$ cat config.mk
export PLATFORM = sky130hd
export DESIGN_NAME = cart_bank_mapper
export DESIGN_NICKNAME = d
export VERILOG_FILES = /design/src/rtl/cart_bank_mapper.sv
export SDC_FILE = /design/constraint.sdc
export NUM_CORES = 1
export LEC_CHECK = 0
export BUFFER_PORTS_ARGS = -buffer_cell sky130_fd_sc_hd__buf_2
export CELL_PAD_IN_SITES_DETAIL_PLACEMENT = 0
export CELL_PAD_IN_SITES_GLOBAL_PLACEMENT = 1
export CORE_MARGIN = 2
export CORE_UTILIZATION = 41
export CTS_CLUSTER_SIZE = 16
export DETAILED_ROUTE_END_ITERATION = 12
export PLACE_DENSITY = 0.83
export SYNTH_ARGS = -nofsm -noshare
export SYNTH_HDL_FRONTEND = slang
export SYNTH_SLANG_ARGS = --single-unit
export TNS_END_PERCENT = 20
$ cat constraint.sdc
create_clock -name MCLK -period 1.9 [get_ports MCLK]
set_clock_uncertainty 0.2 [all_clocks]
set_input_delay 0.095 -clock MCLK [delete_from_list [all_inputs] [get_ports MCLK]]
set_output_delay 0.095 -clock MCLK [all_outputs]
set_load 0.02 [all_outputs]
$ cat src/rtl/cart_bank_mapper.sv
// Cartridge ROM bank mapper: translates CPU word addresses through a bank table
// and bridges the CPU toggle req/ack handshake onto the DDRAM read port.
module cart_bank_mapper #(
    parameter int N_BANKS = 8,
    parameter int BANK_W  = 6,
    parameter int ADDR_W  = 21,
    parameter int IDX_W   = $clog2(N_BANKS),
    parameter int WIN_W   = ADDR_W - IDX_W
) (
    input  logic                    MCLK,
    input  logic                    RESET_N,
    input  logic                    LOADING,
    input  logic                    MAPPER_WE,
    input  logic [IDX_W-1:0]        MAPPER_A,
    input  logic [BANK_W-1:0]       MAPPER_D,
    input  logic [BANK_W-1:0]       ROM_MASK,
    input  logic [ADDR_W-1:0]       CPU_ADDR,
    input  logic                    CPU_REQ,
    output logic                    CPU_ACK,
    output logic [15:0]             CPU_DATA,
    output logic [BANK_W+WIN_W-1:0] MEM_ADDR,
    output logic                    MEM_REQ,
    input  logic                    MEM_ACK,
    input  logic [15:0]             MEM_DATA,
    output logic                    SRAM_EN,
    output logic                    SRAM_WP,
    output logic                    MAP_ACTIVE
);

    typedef enum logic [1:0] {
        S_IDLE,
        S_ISSUE,
        S_WAIT
    } state_t;

    state_t state;
    state_t next_state;

    logic [BANK_W-1:0] bank_map [N_BANKS];
    logic              loading_q;
    logic              load_rise;
    logic [IDX_W-1:0]  idx;
    logic [WIN_W-1:0]  off;
    logic [BANK_W-1:0] bank_sel;
    logic              pending;
    logic              mem_done;

    assign load_rise = LOADING & ~loading_q;
    assign idx       = CPU_ADDR[ADDR_W-1:WIN_W];
    assign off       = CPU_ADDR[WIN_W-1:0];
    assign pending   = (CPU_REQ != CPU_ACK) && !LOADING;
    assign mem_done  = (MEM_ACK == MEM_REQ);

    // Register file; a download start restores defaults and overrides a same-cycle write.
    always_ff @(posedge MCLK or negedge RESET_N) begin
        if (!RESET_N) begin
            for (int i = 0; i < N_BANKS; i++) begin
                bank_map[i] <= BANK_W'(i);
            end
            SRAM_EN    <= 1'b0;
            SRAM_WP    <= 1'b0;
            MAP_ACTIVE <= 1'b0;
            loading_q  <= 1'b0;
        end else begin
            loading_q <= LOADING;
            if (load_rise) begin
                for (int i = 0; i < N_BANKS; i++) begin
                    bank_map[i] <= BANK_W'(i);
                end
                SRAM_EN    <= 1'b0;
                SRAM_WP    <= 1'b0;
                MAP_ACTIVE <= 1'b0;
            end else if (MAPPER_WE) begin
                if (MAPPER_A == '0) begin
                    SRAM_EN <= MAPPER_D[0];
                    SRAM_WP <= MAPPER_D[1];
                end else begin
                    bank_map[MAPPER_A] <= MAPPER_D;
                    MAP_ACTIVE         <= 1'b1;
                end
            end
        end
    end

    // Until a slot is written the mapper is transparent and the ROM mask is bypassed.
    always_comb begin
        bank_sel = BANK_W'(idx);
        if (MAP_ACTIVE) begin
            bank_sel = bank_map[idx] & ROM_MASK;
        end
    end

    always_ff @(posedge MCLK or negedge RESET_N) begin
        if (!RESET_N) begin
            state <= S_IDLE;
        end else begin
            state <= next_state;
        end
    end

    always_comb begin
        next_state = state;
        case (state)
            S_IDLE:  if (pending) next_state = S_ISSUE;
            S_ISSUE: next_state = S_WAIT;
            S_WAIT:  if (mem_done) next_state = S_IDLE;
            default: next_state = S_IDLE;
        endcase
    end

    always_ff @(posedge MCLK or negedge RESET_N) begin
        if (!RESET_N) begin
            MEM_ADDR <= '0;
            MEM_REQ  <= 1'b0;
            CPU_ACK  <= 1'b0;
            CPU_DATA <= '0;
        end else begin
            case (state)
                S_IDLE: begin
                    if (pending) begin
                        MEM_ADDR <= {bank_sel, off};
                    end
                end
                S_ISSUE: begin
                    MEM_REQ <= ~MEM_REQ;
                end
                S_WAIT: begin
                    if (mem_done) begin
                        CPU_DATA <= MEM_DATA;
                        CPU_ACK  <= ~CPU_ACK;
                    end
                end
                default: ;
            endcase
        end
    end

endmodule
==> results of run 1 <==
==> area by class of cell <==
type	count	area [sq um]
fillers	882	4540
flip-flops and latches	96	2420
multi-input cells	253	1690
repair buffers	169	1180
well taps	136	170
clock buffers	9	124
clock inverters	6	46.3
inverters	3	11.3
==> worst paths after layout <==
| path | from | endpoint | slack, ns |
|---|---|---|---|
| setup / recovery | CPU_ACK | MEM_ADDR[4] | 0.15 |
| hold / removal | RESET_N | SRAM_WP | 0.02 |
| setup reg to reg | CPU_ACK | MEM_ADDR[4] | 0.15 |
| hold reg to reg | MEM_ADDR[6] | MEM_ADDR[6] | 0.28 |
| max in group asynchronous | RESET_N | bank_map[24] | 0.87 |
| min in group MCLK | ROM_MASK[2] | MEM_ADDR[20] | 0.04 |
==> registers in the layout, summed over array words and instances (netlist names) <==
register,flops
MEM_REQ,1
MEM_ADDR,24
CPU_ACK,1
MAP_ACTIVE,1
SRAM_WP,1
SRAM_EN,1
CPU_DATA,16
state,2
loading_q,1
bank_map,48
==> through the flow <==
step,worst slack (ns),cells
floorplan,0.0824,374
global placement,0.187,605
detailed placement,0.150,605
CTS,0.135,672
global route,0.0568,672
finish,0.154,672
==> cell families (layout without fill, tap and decap cells) <==
| kind of cell | count (synthesis) | count (layout) |
|---|---|---|
| compound gates | 26 | 26 |
| xor+xnor | 4 | 4 |
| flops | 96 | 96 |
| simple gates | 149 | 149 |
| mux | 74 | 74 |
| buf+inv | 25 | 187 |
==> metal layers <==
layer / track usage (%) / routed length, um / vias up
met3: 3.22 / 352 / 16
li1: - / - / 1575
met5: 0 / 0 / -
met2: 33.3 / 5160 / 81
met1: 26.2 / 4750 / 1627
met4: 7.80 / 202 / 0
==> power breakdown <==
part | internal [mW] | switching [mW] | leakage, nW | total [mW]
Sequential | 2.56 | 0.280 | 1.21 | 2.84
Clock | 0.475 | 0.723 | 0.0817 | 1.20
Combinational | 0.915 | 1.30 | 1.40 | 2.21
==> cell usage in the layout, fill, tap and decap left out, types with 2 or more instances in the layout <==
cell type and n:
mux4_2 4, a31oi_1 4, inv_1 2, buf_2 101, o31ai_1 2, mux2_2 22
buf_12 3, nor2_2 5, buf_4 13, clkinvlp_4 2, dfstp_2 12, xnor2_1 3
a21oi_1 7, clkbuf_8 9, dlygate4sd3_1 52, o21ai_0 3, dfrtp_1 84, nand2_1 85
clkinv_4 2, nor2_1 30, nand3_1 7, mux2i_1 48, nand2b_1 7, o221ai_1 3
nor3_1 2, and2_1 6
==> critical path, stage by stage, from the launching register on <==
cell and delay (ns):
dfrtp_1 0.42, xnor2_1 0.14, or4_4 0.52, buf_4 0.24, nand2_1 0.08, nand2_1 0.05
==> run metrics, run 1 <==
outcome finished clean; Post-DP HPWL 7080 um; hold slack final 0.0229 ns; CORE AREA 0.0102 sq mm; Peak Freq 573 MHz; synth cell count leaders nand2_1 (85), dfrtp_1 (84), mux2i_1 (48), nor2_1 (30), mux2_2 (22); vias in the first global route 3,330; syn_area_per_cell 11.3 sq um; Final Hold Viols 0; initial core utilization 41.6%; Post-Synth Adder-Cell Area 0%; Synth cell types 39; WL per Instance 15.6 um; Area contributors post-synth dfrtp_1 (50%), mux2i_1 (11%), nand2_1 (7.5%); port buffer count 102; Worst Max-Slew Pin Slew 0.553 ns; Ant. Diodes 0; Area growth syn-to-layout 33.3%; Final nets 590; syn_nets 432; vias 3,299; worst min path class primary input to async pin; crit-path max FO 18; Seq/Total Area, Yosys 57.1%; largest net degree at the start of global routing 38; hold buffers post-CTS 52; count leader, synth nand2_1; Synth Cell Area 0.00424 sq mm; remaining antenna violation count after routing 0; CP arrival 1.80 ns; Total Routing Usage GR 20.0%; Initial DRC Count 172; Synth top area share 49.6%; share of layout cells above drive strength 1 33.8%; die area 0.0112 sq mm; row count 37; Synth area leader dfrtp_1; post-synthesis mux area share 19.3%; maximum buffer depth of the clock tree 2; total CTS buffers 9; Max-Cap Viols 0; clk sinks 96; Top FF cell, synth dfrtp_1; DRC viols 0; cell area after layout 0.00564 sq mm; GP Congestion 0.764; RSZ-0062 raised after global routing no; First-pass DRT Iterations 4; Slew headroom 63.1%; final worst-path cycle share 91.9%; clk_lat worst skew 0.36 ns; Yosys reg bits 96; crit path launch type flip-flop; area share of xor/xnor cells in the synthesized design 0.827%; Total Power 6.24 mW; Post-Syn Instances 374; largest family of logic cells by synthesized area multiplexers; placed inst area 0.00495 sq mm; initial antenna violation count 0; CTS resizes 0; Vias/cell 4.91; yosys warns 0; CTS tree done; postcts setup bufs 0; reg2reg path depth 5; io pins 103; GR Overflow Total 0; Crit Path Category flip-flop to flip-flop; clock-pin transition on the worst setup and hold timing paths 0.09 ns; Simple-Gate Fraction of Synth Area 15.2%; Root Buffer clkbuf_8; htree depth 3; post-synthesis compound-gate area fraction 4.52%; Post-synth EDFFs 0; Max rail drop VDD 0.591 mV; Die H 106 um; Finished Core Util 55.4%; P_leak 2.69 nW; CP endpoint kind flip-flop; Critical Path RT 1.96 ns; power per cell area 1110 mW/mm^2; final setup vio count 0; Post-synth ARST share 100%; minimum clock period after layout 1.75 ns; Final Max Slew Viols 0; first-pass GRT wire length 17,300 um; die span in x 106 um; post-route setup TNS 0 ns; final wirelength 10,500 um
(Power assumes the default switching activity.)
==> run 2: changes to the inputs <==
--- a/config.mk
+++ b/config.mk
@@ -6,13 +6,14 @@
 export NUM_CORES = 1
 export LEC_CHECK = 0
 export BUFFER_PORTS_ARGS = -buffer_cell sky130_fd_sc_hd__buf_2
+export CAP_MARGIN = 20
 export CELL_PAD_IN_SITES_DETAIL_PLACEMENT = 0
 export CELL_PAD_IN_SITES_GLOBAL_PLACEMENT = 1
 export CORE_MARGIN = 2
 export CORE_UTILIZATION = 41
 export CTS_CLUSTER_SIZE = 16
 export DETAILED_ROUTE_END_ITERATION = 12
-export PLACE_DENSITY = 0.83
+export PLACE_DENSITY = 0.82
 export SYNTH_ARGS = -nofsm -noshare
 export SYNTH_HDL_FRONTEND = slang
 export SYNTH_SLANG_ARGS = --single-unit
==> run 2 against run 1 <==
  * Largest power group unchanged
  * Sequential share of layout area shrank 0.45 points
  * Routed wire length grew 2.4%
  * Sequential power is essentially flat
  * Fmax shrank 1.4%
==> run metrics, run 2 (synthesis gave the netlist of run 1 again) <==
outcome finished clean; Total Power 6.48 mW; first-pass GRT wire length 17,600 um; largest register by flop count bank_map; Root Buffer clkbuf_8; Peak Freq 564 MHz; worst min path class primary input to flip-flop; htree depth 3; initial core utilization 41.6%; power per cell area 1140 mW/mm^2; Max rail drop VDD 0.606 mV; Initial DRC Count 231; Post-DP HPWL 7230 um; First-pass DRT Iterations 4; Final Hold Viols 0; Die H 106 um; P_leak 2.73 nW; Critical Path RT 1.97 ns; most frequent cells in the layout buf_2 (101), nand2_1 (85), dfrtp_1 (84), dlygate4sd3_1 (51), mux2i_1 (48); largest net degree at the start of global routing 40; total CTS buffers 9; max reg flops 48; initial antenna violation count 0; die span in x 106 um; post-route setup slack 0.128 ns; vias 3,342; post-route setup TNS 0 ns; clk sinks 96; row count 37; RSZ-0062 raised after global routing no; Max-Cap Viols 0; Final Max Slew Viols 0; Vias/cell 4.95; Crit Path Category flip-flop to flip-flop; Ant. Diodes 0; final setup vio count 0; final wirelength 10,700 um; DRC viols 0; clock-pin transition on the worst setup and hold timing paths 0.10 ns; crit-path max FO 16; Area growth syn-to-layout 34.7%; CP arrival 1.85 ns; Worst Max-Slew Pin Slew 0.533 ns; hold slack final 0.0148 ns; crit path launch type flip-flop; io pins 103; port buffer count 102; CORE AREA 0.0102 sq mm; minimum clock period after layout 1.77 ns; Post-Layout Cell Count 675; WL per Instance 15.9 um; final worst-path cycle share 93.3%; Placed Cells 608; Total Routing Usage GR 20.4%; commonest non-fill, non-tap cell in the layout buf_2; die area 0.0112 sq mm; clk_lat worst skew 0.37 ns; maximum buffer depth of the clock tree 2; Slew headroom 64.4%; share of layout cells above drive strength 1 34.1%; biggest regs bank_map (48), MEM_ADDR (24), CPU_DATA (16); fillers 901; CP endpoint kind flip-flop; Final nets 592; vias in the first global route 3,503; remaining antenna violation count after routing 0; CTS tree done; CTS resizes 0; GP Congestion 0.837; DP Worst Slack 0.136 ns; GR Overflow Total 0
==> run 2: cell count changes in the layout (fill, tap and decap cells not counted), sizes merged <==
cell,before,now
inv,3,4
clkinvlp,2,1
buf,117,120
dlygate4sd3,52,51
bufinv,0,1
clkinv,4,2
clkbuf,9,11
==> run 2: metrics by stage <==
| stage | util [%] | instance area (sq um) |
|---|---|---|
| floorplan | - | 4240 |
| global placement | 49.0 | 4990 |
| detailed placement | 49.0 | 4990 |
| CTS | 56.0 | 5700 |
| global route | 56.0 | 5700 |
| finish | 56.0 | 5700 |
==> run 2: area by class of cell <==
type	instances	area (sq um)	share of cell area, %
clock inverter	5	63.8	1.12
sequential	96	2420	42.4
timing repair buffer	171	1210	21.2
inverter	3	11.3	0.197
multi-input combinational	253	1690	29.7
clock buffer	11	141	2.48
tap	136	170	2.98
==> run 2: worst paths after layout <==
check	startpoint	to	slack (ns)	cells past startpoint
max in group asynchronous	RESET_N	bank_map[5]	0.80	3
worst min-delay path	MAPPER_A[2]	SRAM_WP	0.01	4
min in group asynchronous	RESET_N	bank_map[32]	0.04	2
worst max register to register	CPU_ACK	MEM_ADDR[6]	0.13	5
worst min register to register	MEM_ADDR[13]	MEM_ADDR[13]	0.28	2
worst max-delay path	CPU_ACK	MEM_ADDR[6]	0.13	5
==> run 2: repair_timing <==
action                    4_1_cts  5_1_grt
hold buffers                   51        0
hold endpoints to repair      181        0
setup buffers                   0        0
==> run 2: power by group <==
part | total, mW | internal (mW) | leakage, nW | switching, mW
combinational | 2.24 | 0.928 | 1.41 | 1.31
sequential | 2.84 | 2.56 | 1.21 | 0.281
clock | 1.40 | 0.657 | 0.101 | 0.746
==> run 2: worst max-delay path, cell delays in order, from the launching register on <==
cell	delay, ns
dfrtp_1	0.42
xnor2_1	0.14
or4_4	0.54
buf_4	0.24
nand2_1	0.08
nand2_1	0.06
==> run 2: metal layers <==
metal,GRT usage (%),wire length [um]
met4,10.6,335
met3,4.08,506
met2,33.7,5310
met5,0,0
met1,25.4,4560
==> run 3: changes to the inputs <==
--- a/config.mk
+++ b/config.mk
@@ -10,10 +10,10 @@
 export CELL_PAD_IN_SITES_DETAIL_PLACEMENT = 0
 export CELL_PAD_IN_SITES_GLOBAL_PLACEMENT = 1
 export CORE_MARGIN = 2
-export CORE_UTILIZATION = 41
+export CORE_UTILIZATION = 37
 export CTS_CLUSTER_SIZE = 16
 export DETAILED_ROUTE_END_ITERATION = 12
-export PLACE_DENSITY = 0.82
+export PLACE_DENSITY = 0.78
 export SYNTH_ARGS = -nofsm -noshare
 export SYNTH_HDL_FRONTEND = slang
 export SYNTH_SLANG_ARGS = --single-unit
==> constraint.sdc (replaced) <==
create_clock -name MCLK -period 1.5 [get_ports MCLK]
set_clock_uncertainty 0.2 [all_clocks]
set_input_delay 0.075 -clock MCLK [delete_from_list [all_inputs] [get_ports MCLK]]
set_output_delay 0.075 -clock MCLK [all_outputs]
set_load 0.02 [all_outputs]
==> run 3 against run 2 <==
  * The flow now finishes with violations (hold timing, setup timing)
  * Critical path depth unchanged
  * Register-to-register slack worse by 0.32 ns
  * Global-route usage down 3.3 points
  * Cell count grew 3.0%
  * Sequential share of layout area fell by 2.2 points
  * Sequential power rose by 26%
  * Clock power up 59%
  * Critical endpoint is now MEM_ADDR[20]
==> run metrics, run 3 (synthesis gave the netlist of run 1 again) <==
GP Congestion 0.810; most frequent cells in the layout buf_2 (101), nand2_1 (84), dfrtp_1 (82), mux2i_1 (48), dlygate4sd3_1 (48); DRC viols 0; largest register by flop count bank_map; Slew headroom 65.1%; Post-Layout Cell Count 695; worst min path class primary input to flip-flop; Crit Path Category flip-flop to flip-flop; io pins 103; placed inst area 0.00518 sq mm; biggest regs bank_map (48), MEM_ADDR (24), CPU_DATA (16); Max-Cap Viols 0; P_leak 2.91 nW; commonest non-fill, non-tap cell in the layout buf_2; max reg flops 48; CORE AREA 0.0113 sq mm; Final nets 605; Post-DP HPWL 7270 um; initial antenna violation count 0; port buffer count 102; row count 39; hold buffers post-CTS 49; Slowest cell on crit path or4_4; reg2reg setup slack -0.20 ns; WL per Instance 15.0 um; CP arrival 1.77 ns; Total Power 9.00 mW; Worst Max-Slew Pin Slew 0.523 ns; vias in the first global route 3,322; family with the most delay on the worst path simple AND/OR/NAND/NOR gates; crit path launch type flip-flop; htree depth 3; share of layout cells above drive strength 1 37.5%; CP cell instances xnor2_1 > or4_4 > buf_12 > a221oi_2 > a21o_1; Area growth syn-to-layout 42.4%; Buf/Inv on CP 1; clk_lat worst skew 0.34 ns; total CTS buffers 9; First-pass DRT Iterations 4; crit-path max FO 11; Max rail drop VDD 0.757 mV; hold slack final -0.119 ns; CTS tree done; CP endpoint kind flip-flop; power per cell area 1490 mW/mm^2; final setup vio count 41; minimum clock period after layout 1.70 ns; outcome finished with violations; maximum buffer depth of the clock tree 2; post-route setup slack -0.195 ns; die span in x 111 um; cell area after layout 0.00603 sq mm; Peak Freq 590 MHz; post-route setup TNS -5.26 ns; final wirelength 10,500 um; clock-pin transition on the worst setup and hold timing paths 0.07 ns; Final Hold Viols 1; Initial DRC Count 226; GR Overflow Total 0; die area 0.0123 sq mm; remaining antenna violation count after routing 0; RSZ-0062 raised after global routing yes; Finished Core Util 53.5%; DP Worst Slack -0.185 ns; Vias/cell 4.72; clk sinks 96; vias 3,281; Critical Path RT 1.58 ns; Die H 111 um; failing checks hold timing, setup timing; Total Routing Usage GR 17.2%; initial core utilization 37.6%; CP max stage delay 0.46 ns; first-pass GRT wire length 16,900 um; Final Max Slew Viols 0; final worst-path cycle share 113%; Root Buffer clkbuf_16; Ant. Diodes 0; Placed Cells 630; largest net degree at the start of global routing 34
-- run 3: cell count changes in the layout (fill, tap and decap cells not counted), sizes merged --
cell / before / now
buf: 120 / 135
dlygate4sd3: 51 / 48
inv: 4 / 7
clkbuf: 11 / 9
bufinv: 1 / 0
clkinv: 2 / 3
clkinvlp: 1 / 0
dlymetal6s4s: 0 / 1
-- run 3: cell type report --
| type | count | area, sq um |
|---|---|---|
| fill | 926 | 5240 |
| sequential | 96 | 2420 |
| multi-input combinational | 253 | 1760 |
| timing repair buffer | 184 | 1360 |
| clock buffer | 9 | 225 |
| tap | 143 | 179 |
| clock inverter | 7 | 71.3 |
| inverter | 3 | 11.3 |
-- run 3: tightest hold or removal path: stages --
cell and delay, ns:
buf_2 0.10, xnor2_2 0.12, o21ai_0 0.08
-- run 3: what timing repair did --
item,4_1_cts,5_1_grt
buffers inserted,0,0
resized for setup,6,12
hold endpoints to repair,182,1
setup endpoints to repair,41,67
-- run 3: where the power goes --
part           internal, mW  switching, mW
Sequential             3.25          0.341
Combinational          1.45           1.74
Clock                  1.18           1.05
Total                  5.87           3.13
-- run 3: path summary, 6_finish.rpt --
path	startpoint	endpoint	cells after the start
hold / removal	MEM_ACK	state[1]	3
hold reg to reg	MEM_ADDR[3]	MEM_ADDR[3]	2
max in group asynchronous	RESET_N	bank_map[24]	3
min in group asynchronous	RESET_N	MEM_ADDR[11]	2
setup reg to reg	CPU_ACK	MEM_ADDR[20]	5
setup / recovery	CPU_ACK	MEM_ADDR[20]	5
-- run 3: routing by layer --
metal  part of all wire (%)  GRT usage (%)
met5                      0              0
met4                    1.2           6.08
met3                    3.4           2.46
met2                     50           28.9
met1                     46           22.8
